File: src/rtl/bit_serializer.sv
// Parallel-to-serial front end: accepts WIDTH-bit words over valid/ready and
// emits one bit per clock, with an optional forced idle gap between words.
module bit_serializer #(
  parameter int WIDTH     = 8,
  parameter bit MSB_FIRST = 1'b1,
  parameter int GAP       = 0
) (
  input  logic             clk,
  input  logic             reset_n,
  input  logic [WIDTH-1:0] din,
  input  logic             din_valid,
  output logic             din_ready,
  output logic             dout,
  output logic             dout_valid,
  output logic             word_done,
  output logic             busy
);

  localparam int                CNT_W    = $clog2(WIDTH);
  localparam logic [CNT_W-1:0]  LAST_BIT = CNT_W'(WIDTH - 1);
  localparam logic [CNT_W-1:0]  PENULT   = CNT_W'(WIDTH - 2);
  localparam logic [3:0]        GAP_LAST = (GAP > 0) ? 4'(GAP - 1) : 4'd0;

  typedef enum logic [1:0] {S_IDLE, S_SHIFT, S_GAP} state_t;

  state_t           r_state, w_state_nxt;
  logic [WIDTH-1:0] r_shreg, w_shreg_nxt;
  logic [CNT_W-1:0] r_bitcnt, w_bitcnt_nxt;
  logic [3:0]       r_gapcnt, w_gapcnt_nxt;
  logic             r_dout, w_dout_nxt;
  logic             r_dout_valid, w_dout_valid_nxt;
  logic             r_word_done, w_word_done_nxt;

  logic             w_last_bit, w_gap_last, w_accept;
  logic             w_load_bit, w_shift_bit;
  logic [WIDTH-1:0] w_load_rest, w_shift_rest;

  // The shift register holds only the bits not yet presented on dout.
  always_comb begin
    if (MSB_FIRST) begin
      w_load_bit   = din[WIDTH-1];
      w_load_rest  = din << 1;
      w_shift_bit  = r_shreg[WIDTH-1];
      w_shift_rest = r_shreg << 1;
    end else begin
      w_load_bit   = din[0];
      w_load_rest  = din >> 1;
      w_shift_bit  = r_shreg[0];
      w_shift_rest = r_shreg >> 1;
    end
  end

  assign w_last_bit = (r_state == S_SHIFT) && (r_bitcnt == LAST_BIT);
  assign w_gap_last = (GAP > 0) && (r_state == S_GAP) && (r_gapcnt == GAP_LAST);
  assign din_ready  = (r_state == S_IDLE) || (w_last_bit && (GAP == 0)) || w_gap_last;
  assign w_accept   = din_valid && din_ready;
  assign busy       = (r_state != S_IDLE);

  always_comb begin
    w_state_nxt      = r_state;
    w_shreg_nxt      = r_shreg;
    w_bitcnt_nxt     = r_bitcnt;
    w_gapcnt_nxt     = r_gapcnt;
    w_dout_nxt       = 1'b0;
    w_dout_valid_nxt = 1'b0;
    w_word_done_nxt  = 1'b0;
    if (w_accept) begin
      w_state_nxt      = S_SHIFT;
      w_shreg_nxt      = w_load_rest;
      w_bitcnt_nxt     = '0;
      w_gapcnt_nxt     = '0;
      w_dout_nxt       = w_load_bit;
      w_dout_valid_nxt = 1'b1;
    end else begin
      unique case (r_state)
        S_IDLE: ;
        S_SHIFT: begin
          if (r_bitcnt == LAST_BIT) begin
            w_gapcnt_nxt = '0;
            w_state_nxt  = (GAP == 0) ? S_IDLE : S_GAP;
          end else begin
            w_shreg_nxt      = w_shift_rest;
            w_bitcnt_nxt     = r_bitcnt + 1'b1;
            w_dout_nxt       = w_shift_bit;
            w_dout_valid_nxt = 1'b1;
            w_word_done_nxt  = (r_bitcnt == PENULT);
          end
        end
        S_GAP: begin
          if (r_gapcnt == GAP_LAST) begin
            w_state_nxt = S_IDLE;
          end else begin
            w_gapcnt_nxt = r_gapcnt + 1'b1;
          end
        end
        default: w_state_nxt = S_IDLE;
      endcase
    end
  end

  always_ff @(posedge clk or negedge reset_n) begin
    if (!reset_n) begin
      r_state      <= S_IDLE;
      r_shreg      <= '0;
      r_bitcnt     <= '0;
      r_gapcnt     <= '0;
      r_dout       <= 1'b0;
      r_dout_valid <= 1'b0;
      r_word_done  <= 1'b0;
    end else begin
      r_state      <= w_state_nxt;
      r_shreg      <= w_shreg_nxt;
      r_bitcnt     <= w_bitcnt_nxt;
      r_gapcnt     <= w_gapcnt_nxt;
      r_dout       <= w_dout_nxt;
      r_dout_valid <= w_dout_valid_nxt;
      r_word_done  <= w_word_done_nxt;
    end
  end

  assign dout       = r_dout;
  assign dout_valid = r_dout_valid;
  assign word_done  = r_word_done;

endmodule

File: config.mk
export PLATFORM = sky130hd
export DESIGN_NAME = bit_serializer
export DESIGN_NICKNAME = d
export VERILOG_FILES = /design/src/rtl/bit_serializer.sv
export SDC_FILE = /design/constraint.sdc
export NUM_CORES = 1
export LEC_CHECK = 0
export ABC_AREA = 1
export BUFFER_PORTS_ARGS = -buffer_cell sky130_fd_sc_hd__buf_2
export CORE_MARGIN = 4
export CORE_UTILIZATION = 40
export CTS_BUF_LIST = sky130_fd_sc_hd__clkbuf_8
export DETAILED_ROUTE_END_ITERATION = 6
export GPL_ROUTABILITY_DRIVEN = 0
export PLACE_DENSITY = 0.64
export SYNTH_ARGS = -nofsm -noshare
export SYNTH_HDL_FRONTEND = slang
export SYNTH_SLANG_ARGS = --single-unit
export TNS_END_PERCENT = 10
File: constraint.sdc
create_clock -name clk -period 2.95 [get_ports clk]
set_clock_uncertainty 0.1 [all_clocks]
set_input_delay 0.59 -clock clk [delete_from_list [all_inputs] [get_ports clk]]
set_output_delay 0.59 -clock clk [all_outputs]
set_load 0.03 [all_outputs]
* Yosys cells after proc, flatten, opt, wreduce, memory -nomap -nowiden
Cells that the tools add are included.
** Operators by class
- Reductions and logical operators :: 11
- $lt $le $gt $ge :: 0
- Add/sub/neg operators :: 2
- Divide/modulo/power cells :: 0
- Shifts and indexed selects :: 0
- Muxes and demuxes :: 23
- Equality and inequality tests :: 9
- Bitwise operators :: 0
- $mul :: 0
** Operator list (number)
- $mux W8 :: 3
- $mux W4 :: 3
- $mux W1 :: 9
- $mux W3 :: 3
- $pmux W4 S2 :: 1
- $eq A3 B3 Y1 const B :: 2
- $mux W2 :: 3
- $ne A3 B3 Y1 const B :: 2
- $pmux W2 S3 :: 1
- $reduce_and A3 Y1 :: 2
- $add A4 B1 Y4 const B :: 1
- $logic_not A4 Y1 :: 1
- $ne A2 B2 Y1 const B :: 2
- $reduce_bool A2 Y1 :: 2
- $add A3 B1 Y3 const B :: 1
- $ne A3 B2 Y1 const B :: 1
- $reduce_bool A3 Y1 :: 1
- $eq A2 B1 Y1 const B :: 1
- $eq A2 B2 Y1 const B :: 1
- $logic_and A1 B1 Y1 :: 2
- $logic_not A2 Y1 :: 1
- $reduce_and A2 Y1 :: 1
- $logic_or A1 B1 Y1 :: 1
** Storage, ports and cells
- Input bits :: 11
- Flip-flop bits (word level) :: 20
- Bits in latches :: 0
- RAM bits :: 0
- Logic and storage cells :: 52
- ROM bits :: 0
- Memories kept :: 0
- Output and inout bits :: 5

* Depth between registers and ports, before layout
- Depth in word-level cells :: 6
- Mapped depth :: 7

* Worst setup path after synthesis
No wires, ideal clock.
- Path kind :: register to output
- From :: reg r_bitcnt[1]
- To :: out din_ready
- Data arrival time :: 1062 ps
- Data required time :: 2260 ps
- Cell stages (with the launch flop) :: 6
- Path slack :: 1198 ps
- Cells stage by stage :: dfrtp_1 ha_1 ha_1 inv_1 nand2_2 buf_4
** Between the ends
- Cells in the longest elaborated chain, start to end :: 3
** Ends and longest elaborated chain
- from (decl) :: RTL line 28 : logic [CNT_W-1:0] r_bitcnt, w_bitcnt_nxt;
- from (signal assigned) :: RTL line 113 : r_bitcnt <= w_bitcnt_nxt;
- $eq A3 B3 Y1 :: RTL line 53 : assign w_last_bit = (r_state == S_SHIFT) && (r_bitcnt == LAST_BIT);
- $logic_and A1 B1 Y1 :: RTL line 53
- $logic_or A1 B1 Y1 :: RTL line 55 : assign din_ready = (r_state == S_IDLE) || (w_last_bit && (GAP == 0)) || w_gap_last;
- to (decl) :: RTL line 12 : output logic din_ready,
Every way passes these cells.

* Worst setup path after layout
Same ends and word-level chain as after synthesis.

==> summary.md <==
| Metric | Value |
|---|---|
| Synth Area per Inst | `around 9.4 um2` |
| Area enclosed by the die boundary | `around 2300 um2` |
| Cell Area, Synth | `638 um2` |
| Endpoint kind of the worst setup timing path | `primary output` |
| Sequential share of the synthesized area | `0.549` |
| N_diodes | `0` |
| Count of buffers from port buffering | `15` |
| Clock transition at path regs | `50 ps` |
| Post-cts sizing count | `0` |
| Effective utilization at floorplan | `0.424` |
| Final routed DRC violation total | `0` |
| F_max | `436 MHz` |
| Clock latency on the worst-skew pair | `240 ps` |
| Max Fanout on Critical Path | `22` |
| Layout area overhead | `15.5%` |
| Number of global-route vias before repair | `approximately 440` |
| Most Frequent Cell on Critical Path | `sky130_fd_sc_hd__ha_1` |
| Count of fill cells added during filler insertion | `158` |
| Drt pass-1 iters | `4` |
| Final total negative setup slack | `0 ps` |
| TritonCTS clock tree | `built` |
| Number of clock sinks | `14` |
| Num rows | `14` |
| Total I/O pin count | `16` |
| CP Class | `reg2out` |
| Multiplexer share of the synthesized area | `0` |
| Worst vdd ir | `around 0.00059 V` |
| Compound-Gate Fraction of Synth Area | `0.0157` |
| Data arrival at the endpoint of the critical path | `1600 ps` |
| Power density normalized to cell area | `around 990 nW/um2` |
| Smallest setup slack after layout | `658 ps` |
| Chip Height | `between 40 and 50 um` |
| Die outline width | `47.9 um` |
| Final global-route overflow total | `0` |
| Instance count of the mapped netlist | `68` |
| Layout cells sized above 1 | `0.256` |
| Worst path bufs/invs | `2` |
| Number of hold violations in the final report | `0` |
| Setup repair after global routing missed its margin | `no` |
| Number of antenna violations at the first check in global routing | `0` |
| Min Clock Period, post-route | `2290 ps` |
| 1st-iter DRT viols | `4` |
| Setup Viol. Count Final | `0` |
| Ordered cell list for the critical path | `ha_1 -> ha_1 -> inv_1 -> nand2_2 -> buf_2` |
| Pre-CTS worst setup slack | `between 900 and 1000 ps` |
| Worst Setup Start Kind | `flip-flop` |
| Commonest non-fill, non-tap cells in the layout | `sky130_fd_sc_hd__nand3_1 (23), sky130_fd_sc_hd__nand2_1 (15), sky130_fd_sc_hd__buf_2 (15), sky130_fd_sc_hd__dfrtp_1 (14)` |
| Crit path max-delay family | `flip-flops` |
| Post-CTS Setup Inserts | `0` |
| H-Tree Level Count | `1` |
| CTS buffer count | `3` |
| Detail Placement HPWL | `~830 um` |
| Run status | `complete, no violations` |
| Detailed-route wire length per cell | `12.1 um` |
| Cell type of the slowest stage on the worst timing path | `sky130_fd_sc_hd__dfrtp_1` |
| Transition time of the tightest slew-check pin | `370 ps` |
| Overall global routing resource usage | `0.123` |
| CP max stage delay | `about 400 ps` |
| Buffer cell driving the clock tree root | `sky130_fd_sc_hd__clkbuf_8` |
| Area inside the core boundary | `1510 um2` |
| CTS Hold Bufs | `0` |
| Critical path data required time | `2260 ps` |
| Final wirelength | `1.18 mm` |
| Main combinational cell family by area after synthesis | `simple AND/OR/NAND/NOR gates` |
| Reported leakage power | `approximately 0.39 nW` |
| Post-route fraction of the period consumed by the critical path | `0.777` |
| Synthesized net count | `82` |
| Largest net degree at the start of global routing | `23` |
| Global-route wire length before repair | `1.90 mm` |
| Adder and majority gate portion of the synthesized area | `0.0588` |
| Reported max-cap violation count | `0` |
| Routed via count | `496` |
| Max-slew headroom at the worst pin | `0.753` |
| Parity-gate share of the synthesized area counting xor and xnor cells | `0` |
| Buffer levels on the longest clock path | `2` |
| Share of synthesized cell area in and, or, nand and nor gates | `0.294` |
| Average via count per standard cell | `5.06` |
| Leading cell type in the layout, fill and taps excluded | `sky130_fd_sc_hd__nand3_1` |
| Remaining antenna violation count after routing | `0` |
| Netlist cell types | `13` |
| Final slew viol count | `0` |
| Warnings, synthesis | `0` |
| Flops & latches, synth | `14` |
| Nets@finish | `98` |
| Worst hold path type | `in2async` |
## kinds of logic after synthesis
group,after synthesis
fa+ha+maj,3
compound gates,2
flops,14
buf+inv,8
simple gates,41
## final timing paths
kind / endpoint / startpoint / cells past startpoint / slack [ps]
worst max-delay path: din_ready / r_bitcnt[1] / 5 / 660
worst max register to register: r_bitcnt[0] / r_bitcnt[1] / 6 / 1400
max in group asynchronous: r_shreg[7] / reset_n / 1 / 2370
worst min-delay path: r_bitcnt[1] / reset_n / 1 / 140
worst min register to register: dout / r_shreg[7] / 2 / 380
min in group clk: dout / r_shreg[7] / 2 / 380
## cell type report
class	count	area, um2	share of cell area
flip-flops and latches	14	350	0.475
multi-input cells	46	235	0.319
repair buffers	15	75.1	0.102
clock buffers	3	41.3	0.0560
well taps	16	20.0	0.0272
inverters	4	15.0	0.0204
## where the power goes
| part | switching [mW] | leakage (nW) | internal [mW] |
|---|---|---|---|
| sequential | 0.0363 | 0.175 | 0.264 |
| clock | 0.0632 | 0.0216 | 0.0902 |
| combinational | 0.186 | 0.195 | 0.0892 |
| total | 0.286 | 0.392 | 0.444 |
## metal layers
| metal | routed length (um) | GRT usage | vias to the layer above |
|---|---|---|---|
| li1 | - | - | 253 |
| met1 | 522 | 0.155 | 233 |
| met2 | 605 | 0.190 | 10 |
| met3 | 56 | 0.0338 | 0 |
| met4 | 0 | 0.0645 | 0 |
| met5 | 0 | 0 | - |
## synth_stat cells, drive strengths merged
master | count | share of area
dfrtp | 14 | 0.55
nor2 | 2 | 0.016
inv | 4 | 0.024
o21ai | 2 | 0.016
nand3 | 23 | 0.18
buf | 4 | 0.059
ha | 3 | 0.059
nand2 | 16 | 0.098
## worst reg2reg max path, cell delays in order, from the launching register on
cell	delay (ps)
sky130_fd_sc_hd__dfrtp_1	400
sky130_fd_sc_hd__ha_1	190
sky130_fd_sc_hd__ha_1	210
sky130_fd_sc_hd__inv_1	70
sky130_fd_sc_hd__nand2_2	220
sky130_fd_sc_hd__nand2_1	160
sky130_fd_sc_hd__o21ai_0	80
## registers in the layout, indices dropped and copies added (netlist names)
register / count
r_shreg: 7
r_bitcnt: 3
dout: 1
dout_valid: 1
r_state: 1
word_done: 1
## through the flow
step	instances	hold slack (ps)	total power, mW	util	area [um2]
2_1_floorplan	68	194	0.524	-	638
3_3_place_gp	95	360	0.569	0.462	696
3_5_place_dp	95	373	0.581	0.462	696
4_1_cts	98	141	0.740	0.489	737
5_1_grt	98	146	0.787	0.489	737
6_report	98	136	0.730	0.489	737
Note: power is estimated with default switching activity, not from simulation.
